## config.mk

```make
export PLATFORM = sky130hd
export DESIGN_NAME = div_issue_ctrl_flat
export DESIGN_NICKNAME = d
export VERILOG_FILES = /design/src/rtl/div_issue_ctrl_pkg.sv /design/src/rtl/div_issue_ctrl_if.sv /design/src/rtl/div_issue_ctrl.sv /design/src/flat_wrapper.sv
export SDC_FILE = /design/constraint.sdc
export NUM_CORES = 1
export LEC_CHECK = 0
export BUFFER_PORTS_ARGS = -buffer_cell sky130_fd_sc_hd__buf_4
export CAP_MARGIN = 10
export CORE_ASPECT_RATIO = 2
export CORE_MARGIN = 5
export CORE_UTILIZATION = 47
export CTS_CLUSTER_SIZE = 30
export DETAILED_ROUTE_END_ITERATION = 6
export PLACE_DENSITY = 0.87
export SLEW_MARGIN = 10
export SYNTH_ARGS = -nofsm -noshare
export SYNTH_HDL_FRONTEND = slang
export SYNTH_SLANG_ARGS = --single-unit
```

## constraint.sdc

```tcl
create_clock -name clock -period 2.71 [get_ports clock]
set_clock_uncertainty 0.15 [all_clocks]
set_input_delay 0.1355 -clock clock [delete_from_list [all_inputs] [get_ports clock]]
set_output_delay 0.1355 -clock clock [all_outputs]
set_load 0.01 [all_outputs]
```

## src/rtl/div_issue_ctrl_pkg.sv

```systemverilog
// ============================================================================
// div_issue_ctrl_pkg : shared state encoding and latency defaults for the
//                      EX-stage divider requester.
// Revision: 1.0
// ============================================================================
`default_nettype none

package div_issue_ctrl_pkg;

    localparam int DIV_CYCLES_DEF     = 36;
    localparam int TIMEOUT_CYCLES_DEF = 40;

    typedef enum logic [1:0] {
        ST_IDLE = 2'd0,
        ST_BUSY = 2'd1,
        ST_HOLD = 2'd2
    } div_state_e;

    // Counter must represent the larger of the two latencies.
    function automatic int cnt_width(input int a, input int b);
        int m;
        m = (a > b) ? a : b;
        return $clog2(m + 1);
    endfunction

endpackage

`default_nettype wire

```

## src/rtl/div_issue_ctrl_if.sv

```systemverilog
// ============================================================================
// div_issue_ctrl_if : EX-stage request side and divider start/done side of
//                     the divide issue controller.
// Revision: 1.0
// ============================================================================
`default_nettype none

interface div_issue_ctrl_if;

    logic        ex_div_valid;
    logic        ex_div_unsigned;
    logic [31:0] ex_opa;
    logic [31:0] ex_opb;
    logic        ex_flush;
    logic        ex_allowout;

    logic        div_start;
    logic        div_unsigned;
    logic [31:0] div_opa;
    logic [31:0] div_opb;
    logic [63:0] div_result;
    logic        div_done;

    logic        stall_req;
    logic        hilo_we;
    logic [31:0] hi_wdata;
    logic [31:0] lo_wdata;
    logic        div_timeout;

    modport master (
        input  ex_div_valid, ex_div_unsigned, ex_opa, ex_opb, ex_flush, ex_allowout,
        input  div_result, div_done,
        output div_start, div_unsigned, div_opa, div_opb,
        output stall_req, hilo_we, hi_wdata, lo_wdata, div_timeout
    );

    modport slave (
        output ex_div_valid, ex_div_unsigned, ex_opa, ex_opb, ex_flush, ex_allowout,
        output div_result, div_done,
        input  div_start, div_unsigned, div_opa, div_opb,
        input  stall_req, hilo_we, hi_wdata, lo_wdata, div_timeout
    );

endinterface

`default_nettype wire

```

## src/rtl/div_issue_ctrl.sv

```systemverilog
// ============================================================================
// div_issue_ctrl : issues DIV/DIVU to the multi-cycle divider, stalls EX until
//                  done, and commits {HI,LO} when the instruction leaves EX.
// Revision: 1.0
// ============================================================================
`default_nettype none

module div_issue_ctrl
    import div_issue_ctrl_pkg::*;
#(
    parameter int DIV_CYCLES     = DIV_CYCLES_DEF,
    parameter int TIMEOUT_CYCLES = TIMEOUT_CYCLES_DEF
) (
    input  wire logic     clock,
    input  wire logic     reset,
    div_issue_ctrl_if.master bus
);

    localparam int              CNT_W        = cnt_width(DIV_CYCLES, TIMEOUT_CYCLES);
    localparam logic [CNT_W-1:0] TIMEOUT_LAST = CNT_W'(TIMEOUT_CYCLES - 1);

    div_state_e       state_q, state_d;
    logic [CNT_W-1:0] cnt_q, cnt_d;
    logic [31:0]      opa_q, opa_d;
    logic [31:0]      opb_q, opb_d;
    logic             uns_q, uns_d;
    logic [31:0]      hi_q, hi_d;
    logic [31:0]      lo_q, lo_d;
    logic             timeout_q, timeout_d;

    logic             start_w;
    logic             stall_w;
    logic             hilo_we_w;
    logic             req_w;

    always_ff @(posedge clock) begin
        if (reset) begin
            state_q   <= ST_IDLE;
            cnt_q     <= '0;
            opa_q     <= '0;
            opb_q     <= '0;
            uns_q     <= 1'b0;
            hi_q      <= '0;
            lo_q      <= '0;
            timeout_q <= 1'b0;
        end else begin
            state_q   <= state_d;
            cnt_q     <= cnt_d;
            opa_q     <= opa_d;
            opb_q     <= opb_d;
            uns_q     <= uns_d;
            hi_q      <= hi_d;
            lo_q      <= lo_d;
            timeout_q <= timeout_d;
        end
    end

    always_comb begin
        state_d   = state_q;
        cnt_d     = '0;
        opa_d     = opa_q;
        opb_d     = opb_q;
        uns_d     = uns_q;
        hi_d      = hi_q;
        lo_d      = lo_q;
        timeout_d = timeout_q;
        start_w   = 1'b0;
        stall_w   = 1'b0;
        hilo_we_w = 1'b0;
        req_w     = bus.ex_div_valid & ~bus.ex_flush;

        case (state_q)
            ST_IDLE: begin
                // Always at least one start-low cycle here before re-entering BUSY.
                stall_w = req_w;
                if (req_w) begin
                    opa_d   = bus.ex_opa;
                    opb_d   = bus.ex_opb;
                    uns_d   = bus.ex_div_unsigned;
                    state_d = ST_BUSY;
                end
            end
            ST_BUSY: begin
                start_w = 1'b1;
                stall_w = 1'b1;
                if (bus.ex_flush) begin
                    state_d = ST_IDLE;
                end else if (bus.div_done) begin
                    hi_d    = bus.div_result[63:32];
                    lo_d    = bus.div_result[31:0];
                    state_d = ST_HOLD;
                end else if (cnt_q == TIMEOUT_LAST) begin
                    timeout_d = 1'b1;
                    state_d   = ST_IDLE;
                end else begin
                    cnt_d = cnt_q + CNT_W'(1);
                end
            end
            ST_HOLD: begin
                hilo_we_w = bus.ex_allowout & ~bus.ex_flush;
                if (bus.ex_allowout | bus.ex_flush) begin
                    state_d = ST_IDLE;
                end
            end
            default: begin
                state_d = ST_IDLE;
            end
        endcase
    end

    assign bus.div_start    = start_w;
    assign bus.div_unsigned = uns_q;
    assign bus.div_opa      = opa_q;
    assign bus.div_opb      = opb_q;
    assign bus.stall_req    = stall_w;
    assign bus.hilo_we      = hilo_we_w;
    assign bus.hi_wdata     = hi_q;
    assign bus.lo_wdata     = lo_q;
    assign bus.div_timeout  = timeout_q;

endmodule

`default_nettype wire

```

## src/flat_wrapper.sv

```systemverilog
// flat-port wrapper written by rule: the top's interface ports become plain ports
module div_issue_ctrl_flat import div_issue_ctrl_pkg::*;
#(
    parameter int DIV_CYCLES     = DIV_CYCLES_DEF,
    parameter int TIMEOUT_CYCLES = TIMEOUT_CYCLES_DEF
)
  (clock, reset, bus_ex_div_valid, bus_ex_div_unsigned, bus_ex_opa, bus_ex_opb, bus_ex_flush, bus_ex_allowout, bus_div_result, bus_div_done, bus_div_start, bus_div_unsigned, bus_div_opa, bus_div_opb, bus_stall_req, bus_hilo_we, bus_hi_wdata, bus_lo_wdata, bus_div_timeout);
  div_issue_ctrl_if bus_i ();
  input  wire logic clock;
  input  wire logic reset;
  input wire logic [$bits(bus_i.ex_div_valid)-1:0] bus_ex_div_valid;
  input wire logic [$bits(bus_i.ex_div_unsigned)-1:0] bus_ex_div_unsigned;
  input wire logic [$bits(bus_i.ex_opa)-1:0] bus_ex_opa;
  input wire logic [$bits(bus_i.ex_opb)-1:0] bus_ex_opb;
  input wire logic [$bits(bus_i.ex_flush)-1:0] bus_ex_flush;
  input wire logic [$bits(bus_i.ex_allowout)-1:0] bus_ex_allowout;
  input wire logic [$bits(bus_i.div_result)-1:0] bus_div_result;
  input wire logic [$bits(bus_i.div_done)-1:0] bus_div_done;
  output wire logic [$bits(bus_i.div_start)-1:0] bus_div_start;
  output wire logic [$bits(bus_i.div_unsigned)-1:0] bus_div_unsigned;
  output wire logic [$bits(bus_i.div_opa)-1:0] bus_div_opa;
  output wire logic [$bits(bus_i.div_opb)-1:0] bus_div_opb;
  output wire logic [$bits(bus_i.stall_req)-1:0] bus_stall_req;
  output wire logic [$bits(bus_i.hilo_we)-1:0] bus_hilo_we;
  output wire logic [$bits(bus_i.hi_wdata)-1:0] bus_hi_wdata;
  output wire logic [$bits(bus_i.lo_wdata)-1:0] bus_lo_wdata;
  output wire logic [$bits(bus_i.div_timeout)-1:0] bus_div_timeout;
  assign bus_i.ex_div_valid = bus_ex_div_valid;
  assign bus_i.ex_div_unsigned = bus_ex_div_unsigned;
  assign bus_i.ex_opa = bus_ex_opa;
  assign bus_i.ex_opb = bus_ex_opb;
  assign bus_i.ex_flush = bus_ex_flush;
  assign bus_i.ex_allowout = bus_ex_allowout;
  assign bus_i.div_result = bus_div_result;
  assign bus_i.div_done = bus_div_done;
  assign bus_div_start = bus_i.div_start;
  assign bus_div_unsigned = bus_i.div_unsigned;
  assign bus_div_opa = bus_i.div_opa;
  assign bus_div_opb = bus_i.div_opb;
  assign bus_stall_req = bus_i.stall_req;
  assign bus_hilo_we = bus_i.hilo_we;
  assign bus_hi_wdata = bus_i.hi_wdata;
  assign bus_lo_wdata = bus_i.lo_wdata;
  assign bus_div_timeout = bus_i.div_timeout;
  div_issue_ctrl #(.DIV_CYCLES(DIV_CYCLES), .TIMEOUT_CYCLES(TIMEOUT_CYCLES)) u_core (.clock(clock), .reset(reset), .bus(bus_i));
endmodule
```

==> flow_summary.toml <==
[power]
power.internal_mw = 4.02
power_density_nw_per_um2 = 592
p_switching_mw = 1.22
combinationalPowerShare_pct = 12.4
switching_share_pct = 23.2
seqPwrFrac_pct = 40.7
clkPwrFrac_pct = 46.9
ir_worst_vdd_uv = 603
leakage_nw = 3.79

[setup_path]
end_kind = "flop"
critPathRequiredTime_ns = 2.84
r2r-start = "u_core.state_q[0]"
cp_max_fo = 53
worstSetupPathType = "flop to flop"
worst-r2r-setup-slack_ns = 0.56
reg2reg_depth = 4
cp-start-kind = "flop"
rr_endpoint = "u_core.bus.div_opb[0]"
cp_data_arrival_time_ns = 2.27

[floorplanning]
initial_core_util_pct = 47.9
top_level_ports = 268
dieArea_um2 = 12600
core-area_um2 = 10100
die_h_um = 154
fp-row-count = 52
die_w_um = 81.9

[clock_tree]
cts_tree = "done"
cts_buffers = 17
clk_pin_slew_ns = 0.06
htreeDepth = 4
clkLatencyLatePin_ns = 0.40
clockBufferDepth = 2
cts_root_buf = "clkbuf_16"
cts.sinks = 138

[global_routing]
grt_pass1_vias = 6452
grtUsageTotal_pct = 35.3
grt_overflow = 0
gr-usage-met2_pct = 60.3
grt-busiest-layer = "met2"
grtUsageMet3_pct = 10.6
gr-usage-met1_pct = 35.9
grt_pass1_wl_um = 34000
antenna_found_initial = 2
grt_max_degree = 67

[layout]
num-nets-final = 1121
syn_to_final_growth_pct = 82.0
fill_cells = 454
seq_area_um2 = 2760
multi_input_comb_area_um2 = 1890
mostFrequentLayoutCells = "buf_4 (271), nand2_1 (259), dfxtp_1 (138), dlygate4sd3_1 (132), a21oi_1 (131)"
drive_gt1_share_pct = 30.8
layout_commonest_cell = "buf_4"

[outcome]
run_status = "finished, final reports clean"

[detailed_routing]
routedWlPerCell_um = 19.9
drt-initial-drc-count = 515
ant_nets = 0
vias_per_cell = 5.37
drc = 0
via_count = 6088
totalWireLength_um = 22600
drt_first_pass_iters = 6

[sta]
setup_tns_ns = 0
period_minus_slack_ns = 2.15
fmax_mhz = 466
setup_slack_ns = 0.563
holdWs_ns = 0.0932
worst_pin_slew_ns = 0.806
min_period_over_period_pct = 79.2
finalSetupViolCount = 0
rsz0062_at_grt = "false"
slew_viol_final = 0
max_slew_margin_pct = 46.3
hold_viol_final = 0

[logic_synthesis]
syn_nets = 742
ys_seq_area_share_pct = 56.8
syn-cell-area_um2 = 4860
synth_top_area_cell = "dfxtp_1"
synth_cells = 606
synth_compound_area_share_pct = 14.2
synth_area_leaders = "dfxtp_1 (57%), nand2_1 (20%), a21oi_1 (13%)"
synth.top_cell.area_share_pct = 56.8
yosysUniqueCellTypes = 29
yosys_register_bits = 138
synth_fa_ha_area_share_pct = 0.257
avgSynthCellArea_um2 = 8.02
muxShareOfSynthArea_pct = 0
yosys_warnings = 0
synth_top_family_by_area = "simple AND/OR/NAND/NOR gates"
synth-xor-area-share_pct = 0.541
synth-simple-area-share_pct = 23.1

[placed_design]
pre_cts_ws_ns = 0.798
dp_hpwl_um = 11100
portBuffers = 267
place.gp.congestion = 0.833

[flow_run]
max_cap_violations = 0

[hold_path]
whs_path_depth = 2
min_from = "reset"
min_path_type = "input port to flop"
worstHoldEndpoint = "u_core.bus.div_timeout"
==> flip-flops by register name, indices dropped and copies added (netlist names) <==
signal	count
u_core.bus.div_opa	32
u_core.bus.div_opb	32
u_core.bus.hi_wdata	32
u_core.bus.lo_wdata	32
u_core.cnt_q	6
u_core.state_q	2
u_core.bus.div_timeout	1
u_core.bus.div_unsigned	1
==> cells in the mapped netlist <==
master	n
ha_1	1
dfxtp_1	138
nor4b_1	2
or4b_1	1
nor3b_1	1
buf_4	5
nand2b_1	1
nand2_1	259
or4b_4	1
buf_2	11
buf_6	5
a21oi_1	131
a21oi_2	1
nand3_1	2
a211o_1	1
or3_1	1
nor2b_1	1
nor4bb_1	3
xor2_1	2
clkbuf_1	19
o21ai_1	1
nor2_1	7
o21ai_0	1
inv_1	2
buf_1	5
xnor2_1	1
a31oi_1	1
nand4bb_1	1
nor3_1	1
==> metal layers <==
metal  share of wire (%)  up-vias
met3                 9.6      107
met1                  32     2825
met2                  52      442
met4                 6.4        0
li1                    -     2714
met5                   0        -
==> how the worst max path moves through the flow <==
stage | from | end | slack (ns) | depth (start not counted)
floorplan | u_core.state_q[0] | u_core.bus.div_opb[27] | 1.08 | 6
global placement | u_core.state_q[0] | u_core.bus.div_opa[19] | 0.86 | 3
detailed placement | u_core.state_q[0] | u_core.bus.div_opa[0] | 0.80 | 3
CTS | u_core.state_q[0] | u_core.bus.hi_wdata[28] | 0.76 | 4
global route | u_core.state_q[0] | u_core.bus.div_opb[0] | 0.45 | 4
finish | u_core.state_q[0] | u_core.bus.div_opb[0] | 0.56 | 4
==> cell families after synthesis <==
logic type                 Yosys count
xor gates and xnor gates             3
and+or+nand+nor                    281
adders and majority gates            1
DFF                                138
buffers and inverters               47
AOI/OAI and AO/OA                  136
==> critical path, cell delays in order, from the launching register on <==
cell	delay [ns]
dfxtp_1	0.42
nor4b_2	0.38
buf_4	0.57
nand2_1	0.12
a21oi_1	0.36
==> cell type report <==
class / instances / share of cell area, %
Tap cell: 135 / 1.91
Timing Repair Buffer: 405 / 38.4
Multi-Input combinational cell: 421 / 21.3
Clock buffer: 20 / 5.05
Clock inverter: 11 / 1.94
Inverter: 2 / 0.0849
Sequential cell: 138 / 31.2
Antenna cell: 2 / 0.0566
==> repair_timing <==
item	CTS	global route
gates resized for setup	0	0
hold buffers	132	0
endpoints found under the hold margin	132	0
buffers inserted	0	0
==> metrics by stage <==
stage / utilization [%] / power (mW) / std cells / instance area, um^2
after floorplan: - / 2.34 / 606 / 4860
after global placement: 68.0 / 2.61 / 969 / 6900
after detailed placement: 68.0 / 2.62 / 969 / 6900
after CTS: 87.1 / 5.18 / 1132 / 8840
after global routing: 87.2 / 5.38 / 1134 / 8850
final: 87.2 / 5.23 / 1134 / 8850
==> power by group through the flow <==
stage	Sequential, mW	Clock (mW)	Combinational, mW
after floorplan	2.19	0	0.151
after CTS	2.12	2.44	0.614
after global routing	2.14	2.56	0.684
after global placement	2.16	0	0.445
after detailed placement	2.17	0	0.454
final	2.13	2.45	0.650
(Power assumes the default switching activity.)
